<file path="src/rtl/dfg_loop_settle_if.sv">
// rtl/dfg_loop_settle_if.sv - sample-in / result-out handshake bundle for dfg_loop_settle
interface dfg_loop_settle_if #(
    parameter int WIDTH = 8,
    parameter int CNT_W = 5
);
    logic             in_valid;
    logic             in_ready;
    logic [WIDTH-1:0] in_data;
    logic             out_valid;
    logic             out_ready;
    logic [WIDTH-1:0] out_data;
    logic             out_converged;
    logic [CNT_W-1:0] out_iters;

    modport master (
        output in_valid, in_data, out_ready,
        input  in_ready, out_valid, out_data, out_converged, out_iters
    );

    modport slave (
        input  in_valid, in_data, out_ready,
        output in_ready, out_valid, out_data, out_converged, out_iters
    );
endinterface

</file>
<file path="src/rtl/dfg_loop_settle.sv">
// rtl/dfg_loop_settle.sv - register-broken ring evaluator iterating to a fixed point or cap
module dfg_loop_settle #(
    parameter int WIDTH    = 8,
    parameter int MAX_ITER = 16,
    parameter int CNT_W    = $clog2(MAX_ITER + 1)
) (
    input logic              clk,
    input logic              rst,
    dfg_loop_settle_if.slave bus
);
    typedef enum logic [1:0] {S_IDLE, S_ITER, S_DONE} state_t;

    localparam logic [CNT_W-1:0] MAX_CNT = CNT_W'(MAX_ITER);

    state_t           state_q, state_d;
    logic [WIDTH-1:0] i_q, i_d;
    logic [WIDTH-1:0] a_q, a_d, b_q, b_d;
    logic [WIDTH-1:0] x_q, x_d, y_q, y_d, z_q, z_d, w_q, w_d;
    logic [CNT_W-1:0] cnt_q, cnt_d;
    logic [WIDTH-1:0] out_data_q, out_data_d;
    logic             out_conv_q, out_conv_d;
    logic [CNT_W-1:0] out_iters_q, out_iters_d;

    logic [WIDTH-1:0] d_val, a_n, b_n, x_n, y_n, z_n, w_n;
    logic [CNT_W-1:0] cnt_n;
    logic             stable;

    always_comb begin
        // One evaluation step, every ring value taken from the previous step
        d_val  = i_q + WIDTH'(2);
        a_n    = b_q + d_val;
        b_n    = a_q + WIDTH'(1);
        x_n    = y_q ^ i_q;
        y_n    = x_q;
        w_n    = y_q & z_q;
        z_n    = w_q;
        cnt_n  = cnt_q + CNT_W'(1);
        stable = ({x_n, y_n, z_n, w_n} == {x_q, y_q, z_q, w_q});

        state_d     = state_q;
        i_d         = i_q;
        a_d         = a_q;
        b_d         = b_q;
        x_d         = x_q;
        y_d         = y_q;
        z_d         = z_q;
        w_d         = w_q;
        cnt_d       = cnt_q;
        out_data_d  = out_data_q;
        out_conv_d  = out_conv_q;
        out_iters_d = out_iters_q;

        case (state_q)
            S_IDLE: begin
                if (bus.in_valid) begin
                    i_d     = bus.in_data;
                    a_d     = '0;
                    b_d     = '0;
                    x_d     = '0;
                    y_d     = '0;
                    z_d     = '0;
                    w_d     = '0;
                    cnt_d   = '0;
                    state_d = S_ITER;
                end
            end
            S_ITER: begin
                a_d   = a_n;
                b_d   = b_n;
                x_d   = x_n;
                y_d   = y_n;
                z_d   = z_n;
                w_d   = w_n;
                cnt_d = cnt_n;
                // The a/b accumulator never gates termination; only the logic ring does
                if (stable || (cnt_n == MAX_CNT)) begin
                    out_data_d  = b_n | x_n;
                    out_conv_d  = stable;
                    out_iters_d = cnt_n;
                    state_d     = S_DONE;
                end
            end
            S_DONE: begin
                if (bus.out_ready) begin
                    state_d = S_IDLE;
                end
            end
            default: state_d = S_IDLE;
        endcase
    end

    always_ff @(posedge clk) begin
        if (rst) begin
            state_q     <= S_IDLE;
            i_q         <= '0;
            a_q         <= '0;
            b_q         <= '0;
            x_q         <= '0;
            y_q         <= '0;
            z_q         <= '0;
            w_q         <= '0;
            cnt_q       <= '0;
            out_data_q  <= '0;
            out_conv_q  <= 1'b0;
            out_iters_q <= '0;
        end else begin
            state_q     <= state_d;
            i_q         <= i_d;
            a_q         <= a_d;
            b_q         <= b_d;
            x_q         <= x_d;
            y_q         <= y_d;
            z_q         <= z_d;
            w_q         <= w_d;
            cnt_q       <= cnt_d;
            out_data_q  <= out_data_d;
            out_conv_q  <= out_conv_d;
            out_iters_q <= out_iters_d;
        end
    end

    assign bus.in_ready      = (state_q == S_IDLE);
    assign bus.out_valid     = (state_q == S_DONE);
    assign bus.out_data      = out_data_q;
    assign bus.out_converged = out_conv_q;
    assign bus.out_iters     = out_iters_q;
endmodule

</file>
<file path="src/flat_wrapper.sv">
// flat-port wrapper written by rule: the top's interface ports become plain ports
module dfg_loop_settle_flat 
#(
    parameter int WIDTH    = 8,
    parameter int MAX_ITER = 16,
    parameter int CNT_W    = $clog2(MAX_ITER + 1)
)
  (clk, rst, bus_in_valid, bus_in_data, bus_out_ready, bus_in_ready, bus_out_valid, bus_out_data, bus_out_converged, bus_out_iters);
  dfg_loop_settle_if #(.WIDTH(WIDTH), .CNT_W(CNT_W)) bus_i ();
  input logic clk;
  input logic rst;
  input wire logic [$bits(bus_i.in_valid)-1:0] bus_in_valid;
  input wire logic [$bits(bus_i.in_data)-1:0] bus_in_data;
  input wire logic [$bits(bus_i.out_ready)-1:0] bus_out_ready;
  output wire logic [$bits(bus_i.in_ready)-1:0] bus_in_ready;
  output wire logic [$bits(bus_i.out_valid)-1:0] bus_out_valid;
  output wire logic [$bits(bus_i.out_data)-1:0] bus_out_data;
  output wire logic [$bits(bus_i.out_converged)-1:0] bus_out_converged;
  output wire logic [$bits(bus_i.out_iters)-1:0] bus_out_iters;
  assign bus_i.in_valid = bus_in_valid;
  assign bus_i.in_data = bus_in_data;
  assign bus_i.out_ready = bus_out_ready;
  assign bus_in_ready = bus_i.in_ready;
  assign bus_out_valid = bus_i.out_valid;
  assign bus_out_data = bus_i.out_data;
  assign bus_out_converged = bus_i.out_converged;
  assign bus_out_iters = bus_i.out_iters;
  dfg_loop_settle #(.WIDTH(WIDTH), .MAX_ITER(MAX_ITER), .CNT_W(CNT_W)) u_core (.clk(clk), .rst(rst), .bus(bus_i));
endmodule
</file>
<file path="config.mk">
export PLATFORM = sky130hd
export DESIGN_NAME = dfg_loop_settle_flat
export DESIGN_NICKNAME = d
export VERILOG_FILES = /design/src/rtl/dfg_loop_settle_if.sv /design/src/rtl/dfg_loop_settle.sv /design/src/flat_wrapper.sv
export SDC_FILE = /design/constraint.sdc
export NUM_CORES = 1
export LEC_CHECK = 0
export ABC_AREA = 1
export CORE_ASPECT_RATIO = 0.5
export CORE_MARGIN = 2
export CORE_UTILIZATION = 60
export CTS_CLUSTER_DIAMETER = 120
export CTS_CLUSTER_SIZE = 8
export DETAILED_ROUTE_END_ITERATION = 7
export GPL_TIMING_DRIVEN = 0
export PLACE_DENSITY = 0.81
export SETUP_SLACK_MARGIN = 0.4
export SYNTH_ARGS = -nofsm -noshare
export SYNTH_HDL_FRONTEND = slang
export SYNTH_SLANG_ARGS = --single-unit
</file>
<file path="constraint.sdc">
create_clock -name clk -period 4.7 [get_ports clk]
set_input_delay 1.175 -clock clk [delete_from_list [all_inputs] [get_ports clk]]
set_output_delay 1.175 -clock clk [all_outputs]
set_load 0.01 [all_outputs]
</file>
==> flow_summary.ini, run 1 <==
[synthesis]
syn_inst = 620
ys_ff_latch = 77
syn-num-nets = 649
syn-cell-area_sq_um = 4060
synthDistinctLibCells = 27
synth_area_per_cell_sq_um = 6.54
ys_warn_count = 0
synth_seq_area_share_pct = 38.0

[cts]
clock-root-buffer = clkbuf_16
cts_hold_buffers = 0
cts_max_path_buffers = 2
cts.sinks = 77
cts_tree = yes
numCtsBuffers = 9
clk_latency_ns = 0.34
postCtsSetupBuffers = 0
clk_pin_slew_ns = 0.06
h-tree-depth = 3
cts_resized = 0

[timing]
fmax_mhz = 378
rsz0062_at_grt = no
setup_tns_ns = 0
finalHoldWorstSlack_ns = 0.462
finalHoldViolations = 0
slew_violations = 0
fin_crit_ns = 2.65
worstMarginPinSlew_ns = 0.706
min_period_over_period_pct = 56.4
maxSlewHeadroom_pct = 53.0
fin_skew_ns = 0.00418
setup_viol = 0

[global_routing]
use_met2_pct = 45.3
grt_pass1_vias = 3571
grt_use_total_pct = 29.8
antenna_found_initial = 0
overflow = 0
gr-usage-met1_pct = 41.9
grt-busiest-layer = met2
grt_pass1_wl_mm = 17.3
grt_use_met3_pct = 9.28
grt_max_degree = 14

[power_and_ir_drop]
power_density_nw_per_um2 = 370
p_leak_nw = 2.03
ir_worst_vdd_v = 0.000232

[route]
first_pass_iters = 5
drtIter0Drc = 356
routed-via-count = 3975
detail-route-antenna-nets = 0
routedWlPerCell_um = 13.9
via_per_inst = 5.26
drc = 0
wl_mm = 10.5

[finish]
layout.nets = 687
areaGrowthSynthToFinish_pct = 17.3
insertedDiodeCount = 0
drive_above_1_share_pct = 6.94
final_cells = 755

[outcome]
outcome = completed

[die]
die_x_um = 120
start_util_pct = 61.2
die-area_sq_um = 7470
fp.coreArea_sq_um = 6620
num_rows = 21
die_h_um = 62.1
io_pins = 28

[placement]
place_congestion = 0.881
hpwl_mm = 7.35
placed_cells = 739
port-buffer-count = 27

[worst_setup_path]
cp.buffers_inverters = 3
cpMostUsedCell = nand2_1
slowest_stage = nor2_1
slowest_delay_ns = 0.41
cp-end-kind = flop
path_cells = clkdlybuf4s50_1, nand2_1, inv_1, nor2_1, buf_2, nand2_1, a21oi_1
crit_type = input port to flop
cpLargestDelayFamily = buffers and inverters
required_ns = 4.97
crit_fanout = 10
startpoint_type = input port
crit_arrival_ns = 2.92

[job]
drv_cap = 0

[worst_hold_path]
min_path_type = flop to flop
[sequential cells by signal, summed over array words and instances, names as in the netlist]
name                      cells
u_core.a_q                    8
u_core.b_q                    8
u_core.bus.out_converged      1
u_core.bus.out_data           8
u_core.bus.out_iters          5
u_core.cnt_q                  5
u_core.i_q                    8
u_core.state_q                2
u_core.w_q                    8
u_core.x_q                    8
u_core.y_q                    8
u_core.z_q                    8
[cell usage in the layout, fill, tap and decap left out]
master           Yosys  final
a21oi_1             82     82
or2_2                2      2
nor2_2               3      3
a21oi_4              1      1
buf_12               1      1
fa_1                 1      1
bufinv_16            0      2
ha_1                16     16
clkinvlp_4           0      2
clkdlybuf4s50_1      0     27
clkbuf_16            0      9
nand2_1            231    231
nor2_1              36     36
buf_2               10     10
xor2_1               3      3
clkbuf_1            11     11
clkinv_2             0      3
dfxtp_1             77     77
buf_6                1      1
inv_2                4      4
and2_1               1      1
o21ai_0             19     19
nand3b_1             1      1
nand2_4              2      2
nand2_2              5      5
a21o_1               1      1
a21oi_2              1      1
nand3_1             38     38
inv_1               66     66
xnor2_1              3      3
o21bai_1             1      1
nand4_1              3      3
[layout make-up]
class	count	area (sq um)
buffer	23	123
multi-input combinational	450	2130
clock inverter	7	90.1
inverter	70	263
clock buffer	9	225
timing repair buffer	27	270
fill	541	1870
tap	92	115
sequential	77	1540
[worst paths after layout]
check | start | to | slack, ns | cells past startpoint
worst max-delay path | bus_in_valid | u_core.a_q[0] | 2.05 | 7
worst min register to register | u_core.bus.out_iters[3] | u_core.bus.out_iters[3] | 0.46 | 2
worst max register to register | u_core.i_q[1] | u_core.a_q[7] | 2.41 | 15
worst min-delay path | u_core.bus.out_iters[3] | u_core.bus.out_iters[3] | 0.46 | 2
[cell families after synthesis]
kind of cell / after synthesis / share of synthesized area (%)
buffers and inverters: 93 / 9.50
and+or+nand+nor: 322 / 32.3
xor gates and xnor gates: 6 / 1.30
DFF: 77 / 38.0
AOI/OAI and AO/OA: 105 / 13.5
adders and majority gates: 17 / 5.43
[report_power, final]
group | internal, W | switching [W] | total (W)
combinational | 0.000101 | 0.000205 | 0.000306
sequential | 0.000681 | 0.0000293 | 0.000710
clock | 0.000462 | 0.000282 | 0.000744
total | 0.00124 | 0.000516 | 0.00176
[synthesized netlist by cell type (all sizes together)]
library cell / number / area share, %
inv: 70 / 6.5
clkbuf: 11 / 1.0
xor2: 3 / 0.65
a21oi: 84 / 11
nor2: 39 / 3.8
xnor2: 3 / 0.65
buf: 12 / 2.0
dfxtp: 77 / 38
nand3b: 1 / 0.19
a21o: 1 / 0.19
fa: 1 / 0.49
ha: 16 / 4.9
nand3: 38 / 4.7
nand4: 3 / 0.46
o21bai: 1 / 0.19
nand2: 238 / 23
o21ai: 19 / 2.3
or2: 2 / 0.31
and2: 1 / 0.15
[metal layers]
metal / wire, um / vias up
met4: 135 / 0
met3: 824 / 16
met5: 0 / -
met2: 4530 / 137
li1: - / 2036
met1: 5030 / 1786
[tightest hold or removal path: stages, from the launching register on]
cell and delay, ns:
dfxtp_1 0.30, nand2_1 0.06, a21oi_1 0.05
[through the flow]
step                      instance area (sq um)  util, %  power [W]  setup slack, ns
after floorplan                            4060        -   0.000917             2.60
after global placement                     4440     67.1    0.00102             1.78
after detailed placement                   4440     67.1    0.00102             1.75
after CTS                                  4760     71.8    0.00176             2.08
after global routing                       4760     71.8    0.00183             1.93
final                                      4760     71.8    0.00176             2.05
(Power assumes the default switching activity.)
==> inputs of run 2 (changes only) <==
--- a/config.mk
+++ b/config.mk
@@ -8,12 +8,12 @@
 export ABC_AREA = 1
 export CORE_ASPECT_RATIO = 0.5
 export CORE_MARGIN = 2
-export CORE_UTILIZATION = 60
+export CORE_UTILIZATION = 59
 export CTS_CLUSTER_DIAMETER = 120
 export CTS_CLUSTER_SIZE = 8
 export DETAILED_ROUTE_END_ITERATION = 7
 export GPL_TIMING_DRIVEN = 0
-export PLACE_DENSITY = 0.81
+export PLACE_DENSITY = 0.8
 export SETUP_SLACK_MARGIN = 0.4
 export SYNTH_ARGS = -nofsm -noshare
 export SYNTH_HDL_FRONTEND = slang
==> constraint.sdc (replaced) <==
create_clock -name clk -period 2.6 [get_ports clk]
set_input_delay 0.65 -clock clk [delete_from_list [all_inputs] [get_ports clk]]
set_output_delay 0.65 -clock clk [all_outputs]
set_load 0.01 [all_outputs]
==> run 2 against run 1 <==
Net effect: first-iteration DRC count is 11% lower; clock-buffer cell count grew 2; die area grew 1.6%; routed wire length decreased by 0.54%; critical path depth increased by 8.
==> flow_summary.ini, run 2 (synthesized netlist as in run 1, its figures left out) <==
[worst_setup_path]
startpoint = u_core.i_q[1]
cp-end-kind = flop
crit_fanout = 4
r2r_start = u_core.i_q[1]
crit_arrival_ns = 2.34
required_ns = 2.81
startpoint_type = flop
reg2reg_slack_ns = 0.47
r2r_cells = 15
crit_type = flop to flop
reg2reg_to = u_core.a_q[7]

[worst_hold_path]
whs_path_depth = 2
min-delay-start = u_core.bus.out_iters[3]
hold_end = u_core.bus.out_iters[3]
min_path_type = flop to flop

[power_and_ir_drop]
swShare_pct = 29.3
power_density_nw_per_um2 = 650
internal_power_w = 0.00218
power.share.clock_pct = 40.2
seqPwrFrac_pct = 41.6
power_w = 0.00308
p_sw_w = 0.000901
ir_worst_vdd_v = 0.000407
p_leak_nw = 2.04
power_frac_comb_pct = 18.2

[timing]
worstMarginPinSlew_ns = 0.618
maxSlewHeadroom_pct = 58.4
fmax_mhz = 471
setup_viol = 0
fin_crit_ns = 2.13
setup_tns_ns = 0
finalHoldViolations = 0
rsz0062_at_grt = yes
min_period_over_period_pct = 81.7
fin_skew_ns = 0.00319
slew_violations = 0

[outcome]
outcome = completed

[finish]
layout.nets = 687
post-route-util_pct = 71.1
drive_above_1_share_pct = 7.99
layout_commonest_cell = nand2_1
mostFrequentLayoutCells = 231 x nand2_1, 82 x a21oi_1, 75 x dfxtp_1
ff_latch_area_sq_um = 1540
areaGrowthSynthToFinish_pct = 17.0
multi_input_area_sq_um = 2130
insertedDiodeCount = 0
fill_cells = 591

[route]
drc = 0
routedWlPerCell_um = 13.9
drtIter0Drc = 316
detail-route-antenna-nets = 0
routed-via-count = 4037
via_per_inst = 5.35
first_pass_iters = 5
wl_mm = 10.5

[cts]
h-tree-depth = 3
clk_pin_slew_ns = 0.06
clk_latency_ns = 0.34
clock-root-buffer = clkbuf_16
cts_max_path_buffers = 2
numCtsBuffers = 9
cts_hold_buffers = 0
cts_tree = yes
cts.sinks = 77

[die]
fp.coreArea_sq_um = 6670
die_h_um = 62.6
die-area_sq_um = 7590
start_util_pct = 60.8
io_pins = 28
num_rows = 21
die_x_um = 121

[global_routing]
overflow = 0
grt_use_total_pct = 30.0
antenna_found_initial = 0
grt_pass1_vias = 3539
grt_pass1_wl_mm = 17.3
grt_max_degree = 13

[placement]
port-buffer-count = 27
hpwl_mm = 7.57
place_congestion = 0.913

[job]
drv_cap = 0
-- run 2: cell types whose count changed in the layout (fill, tap and decap cells not counted), moves of 2 or more --
cell	change
dfxtp_2	+2
inv_2	+2
dfxtp_1	-2
clkinvlp_4	-2
clkbuf_2	+2
inv_1	-2
-- run 2: stage by stage --
stage	setup slack (ns)	cell area [sq um]	hold WS (ns)	cells
after floorplan	0.612	4060	0.440	620
after global placement	0.166	4440	0.449	739
after detailed placement	0.132	4440	0.452	739
after CTS	0.402	4730	0.459	755
after global routing	0.340	4740	0.481	755
final	0.475	4740	0.457	755
-- run 2: critical path, stage by stage (launching register included) --
cell and delay (ns):
dfxtp_2 0.35, inv_2 0.07, ha_1 0.26, inv_1 0.06, ha_1 0.16, inv_1 0.06
fa_2 0.33, inv_2 0.07, nand3_1 0.06, nand2_1 0.09, nand2_1 0.07, nand2_1 0.06
a21o_1 0.12, a21oi_1 0.06, o21ai_0 0.09, a21oi_1 0.08
-- run 2: routing by layer --
layer	track usage [%]	share of wire, %	vias up
met1	41.6	48	1857
met4	6.90	1.4	0
met5	0	0	-
met3	9.49	7.4	14
met2	45.9	43	120
li1	-	-	2046
-- run 2: area by class of cell --
type	count	area share, %
inverter	70	5.54
multi-input combinational	450	45.0
clock inverter	5	1.06
sequential	77	32.6
timing repair buffer	27	5.70
tap	92	2.43
clock buffer	11	5.12
buffer	23	2.64
-- run 2: power groups by stage --
stage               sequential [W]  clock [W]  combinational [W]
finish                     0.00128    0.00124           0.000559
global route               0.00129    0.00131           0.000615
CTS                        0.00128    0.00126           0.000547
detailed placement         0.00131          0           0.000542
global placement           0.00130          0           0.000533
floorplan                  0.00130          0           0.000362
-- run 2: worst max path at each step --
stage / to / cells after the start
CTS: u_core.a_q[7] / 15
global placement: u_core.w_q[1] / 4
finish: u_core.a_q[7] / 15
floorplan: u_core.a_q[7] / 15
detailed placement: u_core.w_q[2] / 4
global route: u_core.a_q[7] / 15
-- run 2: timing repair --
item / CTS / global route
setup endpoints to repair: 1 / 31
pin swaps: 0 / 0
buffers inserted: 0 / 0
gates resized for setup: 2 / 8
gates cloned: 0 / 0
